$ cat config.mk
export PLATFORM = sky130hd
export DESIGN_NAME = param_array_fifo
export DESIGN_NICKNAME = d
export VERILOG_FILES = /design/src/rtl/param_array_fifo.sv
export SDC_FILE = /design/constraint.sdc
export NUM_CORES = 1
export LEC_CHECK = 0
export BUFFER_PORTS_ARGS = -buffer_cell sky130_fd_sc_hd__buf_2
export CAP_MARGIN = 20
export CORE_MARGIN = 5
export CORE_UTILIZATION = 45
export DETAILED_ROUTE_END_ITERATION = 16
export MAX_ROUTING_LAYER = met4
export REMOVE_ABC_BUFFERS = 1
export SLEW_MARGIN = 10
export SYNTH_ARGS = -nofsm -noshare
export SYNTH_HDL_FRONTEND = slang
export SYNTH_SLANG_ARGS = --single-unit
$ cat constraint.sdc
create_clock -name clk -period 2.49 [get_ports clk]
set_input_delay 0.498 -clock clk [delete_from_list [all_inputs] [get_ports clk]]
set_output_delay 0.498 -clock clk [all_outputs]
set_load 0.03 [all_outputs]
$ cat src/rtl/param_array_fifo.sv
// param_array_fifo: DEPTH-entry circular word buffer with a registered output stage and a wrapping accepted-word counter.
// Optional feature macro GT_CKSUM_EN adds an XOR checksum of accepted words on output `cksum`.
module param_array_fifo #(
    parameter int WIDTH = 32,
    parameter int DEPTH = 4,
    parameter int CNT_W = 8
) (
    input  logic                   clk,
    input  logic                   reset,
    input  logic [WIDTH-1:0]       in,
    input  logic                   in_valid,
    output logic                   in_ready,
    output logic [WIDTH-1:0]       out,
    output logic                   out_valid,
    input  logic                   out_ready,
    output logic [$clog2(DEPTH):0] level,
    output logic [CNT_W-1:0]       cnt
`ifdef GT_CKSUM_EN
    ,
    output logic [WIDTH-1:0]       cksum
`endif
);

    localparam int PTR_W = $clog2(DEPTH);
    localparam int LVL_W = PTR_W + 1;

    logic [WIDTH-1:0] mem_q [DEPTH];

    logic [PTR_W-1:0] wr_ptr_q, wr_ptr_d;
    logic [PTR_W-1:0] rd_ptr_q, rd_ptr_d;
    logic [LVL_W-1:0] acnt_q, acnt_d;
    logic [WIDTH-1:0] out_q, out_d;
    logic             out_valid_q, out_valid_d;
    logic [CNT_W-1:0] cnt_q, cnt_d;
`ifdef GT_CKSUM_EN
    logic [WIDTH-1:0] cksum_q, cksum_d;
`endif

    logic push;
    logic load;
    logic stage_free;

    // in_ready depends only on registered occupancy so a producer never sees a path from out_ready.
    assign in_ready   = (acnt_q != LVL_W'(DEPTH));
    assign push       = in_valid & in_ready;
    assign stage_free = ~out_valid_q | out_ready;
    assign load       = (acnt_q != '0) & stage_free;

    always_comb begin
        wr_ptr_d    = wr_ptr_q;
        rd_ptr_d    = rd_ptr_q;
        acnt_d      = acnt_q;
        out_d       = out_q;
        out_valid_d = out_valid_q;
        cnt_d       = cnt_q;
`ifdef GT_CKSUM_EN
        cksum_d     = cksum_q;
`endif

        if (push) begin
            wr_ptr_d = wr_ptr_q + PTR_W'(1);
            cnt_d    = cnt_q + CNT_W'(1);
`ifdef GT_CKSUM_EN
            cksum_d  = cksum_q ^ in;
`endif
        end

        // A word always passes through mem; the stage never bypasses from the write port.
        if (load) begin
            out_d       = mem_q[rd_ptr_q];
            rd_ptr_d    = rd_ptr_q + PTR_W'(1);
            out_valid_d = 1'b1;
        end else if (out_valid_q & out_ready) begin
            out_valid_d = 1'b0;
        end

        case ({push, load})
            2'b10:   acnt_d = acnt_q + LVL_W'(1);
            2'b01:   acnt_d = acnt_q - LVL_W'(1);
            default: acnt_d = acnt_q;
        endcase
    end

    always_ff @(posedge clk or posedge reset) begin
        if (reset) begin
            wr_ptr_q    <= '0;
            rd_ptr_q    <= '0;
            acnt_q      <= '0;
            out_q       <= '0;
            out_valid_q <= 1'b0;
            cnt_q       <= '0;
`ifdef GT_CKSUM_EN
            cksum_q     <= '0;
`endif
        end else begin
            wr_ptr_q    <= wr_ptr_d;
            rd_ptr_q    <= rd_ptr_d;
            acnt_q      <= acnt_d;
            out_q       <= out_d;
            out_valid_q <= out_valid_d;
            cnt_q       <= cnt_d;
`ifdef GT_CKSUM_EN
            cksum_q     <= cksum_d;
`endif
        end
    end

    // Storage array is deliberately not reset; pointers and occupancy alone define which entries are live.
    always_ff @(posedge clk) begin
        if (push) begin
            mem_q[wr_ptr_q] <= in;
        end
    end

    assign out       = out_q;
    assign out_valid = out_valid_q;
    assign cnt       = cnt_q;
    assign level     = acnt_q + {{PTR_W{1'b0}}, out_valid_q};
`ifdef GT_CKSUM_EN
    assign cksum     = cksum_q;
`endif

endmodule
==> results of run 1 <==
layout make-up:
type	instances	area [µm²]
multi-input cells	113	1618
clock inverters	10	86.33
repair buffers	89	493.0
fillers	1137	6680
clock buffers	22	474.2
well taps	184	230.2
inverters	4	15.01
flip-flops and latches	176	5047
power by group through the flow:
stage | clock network (mW) | registers [mW] | logic [mW]
final | 2.48 | 4.51 | 3.52
after global routing | 2.67 | 4.62 | 3.78
after CTS | 2.55 | 4.54 | 3.60
after detailed placement | 0 | 4.59 | 3.59
after global placement | 0 | 4.55 | 3.55
after floorplan | 0 | 5.18 | 1.89
cells in the mapped netlist, drive strengths merged:
cell | n | share of area (%)
mux4 | 32 | 11
and4 | 1 | 0.13
dfrtp | 48 | 18
nand2b | 1 | 0.092
mux2 | 35 | 7.2
nand4 | 1 | 0.092
fa | 1 | 0.30
clkbuf | 2 | 0.11
nor3 | 1 | 0.074
xor2 | 4 | 0.52
and3 | 8 | 0.74
buf | 11 | 1.5
inv | 4 | 0.22
ha | 8 | 1.5
a21oi | 1 | 0.13
xnor2 | 10 | 1.3
nor2 | 1 | 0.055
nand2 | 2 | 0.15
and3b | 1 | 0.15
edfxtp | 128 | 57
nand3 | 5 | 0.37
or3b | 1 | 0.13
per-stage QoR:
stage	total power [mW]	worst slack (ns)	util [%]	hold WS, ns	instance area (µm²)
finish	10.51	0.2228	54.38	0.1225	7964
global placement	8.102	0.4003	50.56	0.4589	7403
CTS	10.68	0.1921	54.38	0.1151	7964
floorplan	7.072	-0.6978	-	0.4937	6665
detailed placement	8.174	0.3364	50.56	0.4668	7403
global route	11.06	0.1423	54.38	0.1468	7964
cell usage in the layout, fill, tap and decap left out, drive strengths merged:
cell type,netlist,layout
nand4,1,1
xnor2,10,10
dfrtp,48,48
clkinv,0,6
and3b,1,1
mux2,35,35
and4,1,1
clkbuf,2,22
buf,11,89
mux4,32,32
or3b,1,1
bufinv,0,1
ha,8,8
fa,1,1
nand2,2,2
edfxtp,128,128
nand2b,1,1
clkinvlp,0,3
nor2,1,1
nor3,1,1
a21oi,1,1
xor2,4,4
and3,8,8
nand3,5,5
inv,4,4
registers in the layout (all words and copies together) (netlist names):
register	flops
cnt	8
acnt_q	3
out	32
rd_ptr_q	2
out_valid	1
mem_q	128
wr_ptr_q	2
layer usage:
layer | part of all wire [%] | global-route usage (%)
met3 | 4.7 | 4.062
met5 | 0 | -
met2 | 48 | 22.29
met4 | 1.7 | 5.889
met1 | 45 | 18.80
cell families (layout without fill, tap and decap cells):
group | count (synthesis) | after routing | share of synthesized area [%]
mux | 67 | 67 | 18.02
fa+ha+maj | 9 | 9 | 1.774
xor+xnor | 14 | 14 | 1.811
simple gates | 22 | 22 | 1.977
buf+inv | 17 | 125 | 1.792
flops | 176 | 176 | 74.50
compound gates | 1 | 1 | 0.1294
worst paths after layout:
path | start | endpoint | slack, ns
worst max-delay path | acnt_q[0] | in_ready | 0.22
worst min-delay path | reset | out[3] | 0.12
worst max register to register | acnt_q[0] | acnt_q[1] | 0.33
worst min register to register | cnt[7] | cnt[7] | 0.47
max in group asynchronous | reset | rd_ptr_q[0] | 2.11
min in group clk | in[11] | mem_q[3][11] | 0.30
critical path, stage by stage (launching register included):
cell and delay, ns:
dfrtp_1 0.45, or3b_2 0.52, buf_4 0.19, buf_2 0.18
==> impl_metrics.toml, run 1 <==
[synth]
syn-instance-count = 306
ys_seq_elements = 176
synth-seq-area-share_pct = 74.50
synthDistinctLibCells = 26
netlist_area_um2 = 6771
ys_warn_count = 0
avgSynthCellArea_um2 = 22.13

[hold_path]
hold_class = "in2async"

[routing]
ant_nets = 0
num_vias = 3126
viasPerCell = 5.227
drc = 0
drt_wl_total_um = 11770
routedWlPerCell_um = 19.68
drt-initial-drc-count = 151
first_pass_iters = 4

[layout]
drive_gt1_share_pct = 46.62
area.growth.synth_to_final_pct = 17.61
final_nets = 446
stdcell_count = 598
n_antenna_cell = 0

[timing]
grt_setup_unrepaired = "no"
finalHoldViolCount = 0
skew_ns = 0.01003
post-route-min-period_ns = 2.267
drv_slew = 0
worst_slew_pin_slew_ns = 0.8911
setup_violations = 0
maxSlewHeadroom_pct = 40.59
finalCritPeriodShare_pct = 91.05
fmax_mhz = 441.1
timing.setup.tns_ns = 0

[die]
die_x_um = 132.7
fp.dieArea_um2 = 17600
core_um2 = 14640
std_cell_rows = 44
die_h_um = 132.7
io-pin-count = 81
start_util_pct = 46.24

[worst_setup_path]
worstSetupEndpointType = "output port"
path_class = "reg2out"
path_max_fanout = 11
crit_required_ns = 1.99
worst_setup_path_start_kind = "flop"
crit_arrival_ns = 1.77
rr_worst_depth = 5

[pwr]
p_leak_nw = 3.038
internal_power_mw = 7.110
clkPwrFrac_pct = 23.6
max-vdd-ir-drop_uv = 704.9
swShare_pct = 32.33
pwr-share-seq_pct = 42.9
power.density_nw_per_um2 = 1319
power_frac_comb_pct = 33.5
p_sw_mw = 3.397

[global_routing]
groute.usage.overall_pct = 14.65
grt_pass1_wl_um = 18910
grt_pass1_vias = 3396
grt-ovfl-total = 0
antenna_found_initial = 0
grt_max_degree = 49

[run_status]
outcome = "finished clean"

[clock_tree]
cts-root-buf = "clkbuf_16"
cts_tree = "built"
clk_path_buf_depth = 2
holdBufCountCts = 0
numCtsBuffers = 17
cts_setup_buffers = 0
clock-sinks = 176
htreeDepth = 4
clkTransAtPathRegs_ns = 0.07
clock_latency_ns = 0.42
cts_resized = 0

[placement]
hpwl_um = 7104
gp_congestion = 0.7368
placedCellCount = 566
port_buffers = 80

[flow_run]
maxCapViolations = 0
(Power assumes the default switching activity.)
==> run 2: changes to the inputs <==
- CORE_ASPECT_RATIO: unset -> 1.1
- GPL_TIMING_DRIVEN: unset -> 0
==> impl_metrics.toml, run 2 (synthesis gave the netlist of run 1 again) <==
[run_status]
outcome = "finished clean"

[routing]
routedWlPerCell_um = 19.51
ant_nets = 0
drt-initial-drc-count = 127
drt_wl_total_um = 11940
first_pass_iters = 4
num_vias = 3138
viasPerCell = 5.127
drc = 0

[die]
die_x_um = 127.0
fp.dieArea_um2 = 17600
io-pin-count = 81
start_util_pct = 45.33
core_um2 = 14940
std_cell_rows = 47
die_h_um = 138.7

[placement]
placed_area_um2 = 7521
gp_congestion = 0.7632
port_buffers = 80
hpwl_um = 7482
pre_cts_slack_ns = -0.1330
placedCellCount = 578

[pwr]
swShare_pct = 32.35
p_sw_mw = 3.506
pwr-share-seq_pct = 41.4
max-vdd-ir-drop_uv = 579.3
power.density_nw_per_um2 = 1331
power_frac_comb_pct = 33.7
clkPwrFrac_pct = 24.9
p_leak_nw = 3.093
power_mw = 10.84
internal_power_mw = 7.331

[worst_setup_path]
crit_arrival_ns = 2.61
crit_required_ns = 2.79
r2r-start = "acnt_q[0]"
crit_path_end = "acnt_q[1]"
worst_setup_path_start_kind = "flop"
cpMaxStageDelayCell = "or3b_2"
cp_cell_sequence = "or3b_2 > nand2_2 > ha_1 > fa_1 > mux2_2"
rrSetupSlack_ns = 0.18
critPathTopFamily = "simple AND/OR/NAND/NOR gates"
path_max_fanout = 12
r2r_end = "acnt_q[1]"
path_buf_inv = 0
path_class = "reg2reg"
cp.depth = 5
crit_start = "acnt_q[0]"
worstSetupEndpointType = "flop"
crit_path_max_incr_delay_ns = 0.63
rr_worst_depth = 5

[clock_tree]
cts_setup_buffers = 1
cts-root-buf = "clkbuf_16"
clkTransAtPathRegs_ns = 0.07
htreeDepth = 4
cts_tree = "built"
clock-sinks = 176
clock_latency_ns = 0.42
clk_path_buf_depth = 2
numCtsBuffers = 17
holdBufCountCts = 0
cts_resized = 0

[timing]
post-route-min-period_ns = 2.308
finalCritPeriodShare_pct = 92.70
worst_slew_pin_slew_ns = 0.6907
setup_violations = 0
finalHoldViolCount = 0
grt_setup_unrepaired = "no"
fmax_mhz = 433.3
drv_slew = 0
setup_ws_ns = 0.1819
maxSlewHeadroom_pct = 53.88
skew_ns = 0.007934

[global_routing]
grt_pass1_wl_um = 18710
grt-ovfl-total = 0
grt_pass1_vias = 3339
groute.usage.overall_pct = 14.84
grt_max_degree = 28
antenna_found_initial = 1

[layout]
mostFrequentLayoutCells = "edfxtp_1, buf_2, dfrtp_1, mux4_2, mux2_4"
largest_register_ffs = 128
post-route-util_pct = 54.49
final_nets = 447
area.growth.synth_to_final_pct = 20.20
regMostFlops = "mem_q"
drive_gt1_share_pct = 47.23
fillers = 1200
post-route-cell-area_um2 = 8139
mostFrequentLayoutCell = "edfxtp_1"
stdcell_count = 612

[flow_run]
maxCapViolations = 0

[hold_path]
hold_class = "in2async"
==> run 2: changes by cell type in the layout (fill, tap and decap cells not counted), sizes merged <==
cell	previous run	this run
clkbuf	22	17
inv	4	8
bufinv	1	3
clkinv	6	4
buf	89	90
clkinvlp	3	4
diode	0	1
==> run 2: worst min-delay path by stage <==
stage / startpoint / endpoint / slack [ns]
final: reset / out[28] / 0.18
after global routing: reset / out[5] / 0.24
after CTS: reset / out[7] / 0.21
after detailed placement: cnt[7] / cnt[7] / 0.47
after global placement: cnt[7] / cnt[7] / 0.46
after floorplan: acnt_q[2] / acnt_q[2] / 0.49
==> run 2: final cells by class <==
cell class	instances	area, µm²	share of cell area, %
sequential	176	5047	62.01
multi-input combinational	113	1618	19.88
timing repair buffer	90	603.1	7.410
clock buffer	17	425.4	5.227
tap	196	245.2	3.013
clock inverter	15	182.7	2.244
inverter	4	15.01	0.1845
antenna	1	2.502	0.03075
==> run 2: per-layer routing <==
metal / track usage, % / vias up / wire length [µm]
li1: - / 1415 / -
met1: 18.82 / 1634 / 5131
met2: 22.80 / 72 / 6012
met3: 4.468 / 17 / 609
met4: 5.308 / 0 / 187
met5: - / - / 0
==> run 2: stage by stage <==
step	hold slack, ns	TNS [ns]
floorplan	0.4937	-1.873
global placement	0.4583	-69.44
detailed placement	0.4744	-0.1330
CTS	0.2090	0
global route	0.2411	0
finish	0.1797	0
==> run 2: worst reg2reg max path, delay by kind of cell (launching register included) <==
kind / cells / cell delay, ns
DFF: 1 / 0.45
muxes: 1 / 0.28
adders and majority gates: 2 / 0.64
and+or+nand+nor: 2 / 0.82
==> run 2: power by group through the flow <==
stage,clock network (mW),logic (mW),registers [mW]
final,2.70,3.65,4.49
after global placement,0,3.32,4.73
after CTS,2.76,3.73,4.51
after global routing,2.89,3.90,4.60
after detailed placement,0,3.72,4.56
after floorplan,0,1.89,5.18
==> run 3: changes to the inputs <==
- CORE_MARGIN: 5 -> 2
- CTS_CLUSTER_DIAMETER: unset -> 200
==> impl_metrics.toml, run 3 (synthesis gave the netlist of run 1 again) <==
[run_status]
outcome = "finished clean"

[layout]
largest_register_ffs = 128
drive_gt1_share_pct = 45.28
area.growth.synth_to_final_pct = 19.07
final_nets = 445
post-route-util_pct = 54.19
multiInputGateArea_um2 = 1623
fillers = 1212
stdcell_count = 610
mostFrequentLayoutCells = "edfxtp_1, buf_2, dfrtp_1, mux4_2, mux2_4"
regMostFlops = "mem_q"
mostFrequentLayoutCell = "edfxtp_1"
final-seq-area_um2 = 5050

[pwr]
p_leak_nw = 3.056
max-vdd-ir-drop_uv = 508.7
power.density_nw_per_um2 = 1306

[worst_setup_path]
crit_arrival_ns = 2.62
path_max_fanout = 12
worst_setup_path_start_kind = "flop"
worstSetupEndpointType = "flop"
rr_worst_depth = 5
cpMaxStageDelayCell = "or3b_2"
rrSetupSlack_ns = 0.17
crit_required_ns = 2.79
crit_path_max_incr_delay_ns = 0.63
path_class = "reg2reg"
cp_cell_sequence = "or3b_2 > nand2_2 > ha_1 > fa_1 > mux2_2"

[clock_tree]
clock_latency_ns = 0.43
htreeDepth = 4
numCtsBuffers = 17
clkTransAtPathRegs_ns = 0.06
cts-root-buf = "clkbuf_16"
cts_tree = "built"
clock-sinks = 176
clk_path_buf_depth = 2

[timing]
maxSlewHeadroom_pct = 51.60
worst_slew_pin_slew_ns = 0.7259
skew_ns = 0.01093
finalHoldViolCount = 0
finalCritPeriodShare_pct = 93.21
timing.hold.ws_ns = 0.1176
drv_slew = 0
fmax_mhz = 430.9
post-route-min-period_ns = 2.321
setup_violations = 0
grt_setup_unrepaired = "no"

[placement]
gp_congestion = 0.6803
port_buffers = 80
hpwl_um = 6969
placedCellCount = 577

[routing]
viasPerCell = 5.077
drt_wl_total_um = 11830
drt-initial-drc-count = 113
first_pass_iters = 4
routedWlPerCell_um = 19.40
drc = 0
ant_nets = 0
num_vias = 3097

[global_routing]
grt_max_degree = 35
groute.usage.overall_pct = 16.64
grt_pass1_vias = 3314
antenna_found_initial = 0
grt_pass1_wl_um = 18530
grt-ovfl-total = 0

[die]
die_x_um = 121.0
std_cell_rows = 47
io-pin-count = 81
core_um2 = 14880
start_util_pct = 45.51
fp.dieArea_um2 = 16050
die_h_um = 132.7

[hold_path]
hold_class = "in2async"

[flow_run]
maxCapViolations = 0
-- run 3: stage by stage --
step / TNS, ns / worst slack, ns / total power, mW / area [µm²]
final: 0 / 0.1692 / 10.53 / 8063
after global routing: 0 / 0.07193 / 11.07 / 8060
after CTS: 0 / 0.1122 / 10.68 / 8055
after detailed placement: 0 / 0.1352 / 8.255 / 7526
after global placement: -77.84 / -1.646 / 8.052 / 7311
after floorplan: -1.873 / -0.6978 / 7.072 / 6665
-- run 3: layout make-up --
| class | count | share of cell area [%] |
|---|---|---|
| repair buffers | 88 | 7.418 |
| multi-input cells | 113 | 20.13 |
| clock buffers | 25 | 5.773 |
| well taps | 196 | 3.042 |
| clock inverters | 7 | 0.7914 |
| flip-flops and latches | 176 | 62.63 |
| inverters | 4 | 0.1862 |
| diodes | 1 | 0.03104 |
-- run 3: report_power, final --
part	switching (mW)	total [mW]	internal, mW
sequential	0.555	4.58	4.02
combinational	1.84	3.55	1.71
clock	1.02	2.41	1.39
-- run 3: worst max-delay path, delay by kind of cell, from the launching register on --
| kind | cells | cell delay (ns) |
|---|---|---|
| AND/OR/NAND/NOR | 2 | 0.84 |
| adder cells (fa/ha/maj) | 2 | 0.64 |
| multiplexers | 1 | 0.26 |
| flip-flops | 1 | 0.45 |
-- run 3: per-layer routing --
layer  global-route usage, %  vias to the layer above  share of wire (%)
met1                   20.66                     1599                 43
met5                       -                        -                  0
met2                   25.28                       74                 50
met4                   6.783                        0                1.7
li1                        -                     1406                  -
met3                   5.474                       18                5.1
-- run 3: worst paths after layout --
kind	start	end
setup / recovery	acnt_q[0]	acnt_q[1]
hold / removal	reset	out[19]
setup reg to reg	acnt_q[0]	acnt_q[1]
hold reg to reg	cnt[7]	cnt[7]
max in group asynchronous	reset	rd_ptr_q[0]
min in group clk	in[28]	mem_q[0][28]
-- run 3: what timing repair did --
item                       CTS  global route
resized for setup            0             1
hold buffers                 0             0
setup endpoints to repair    0             1
buffers inserted             0             0
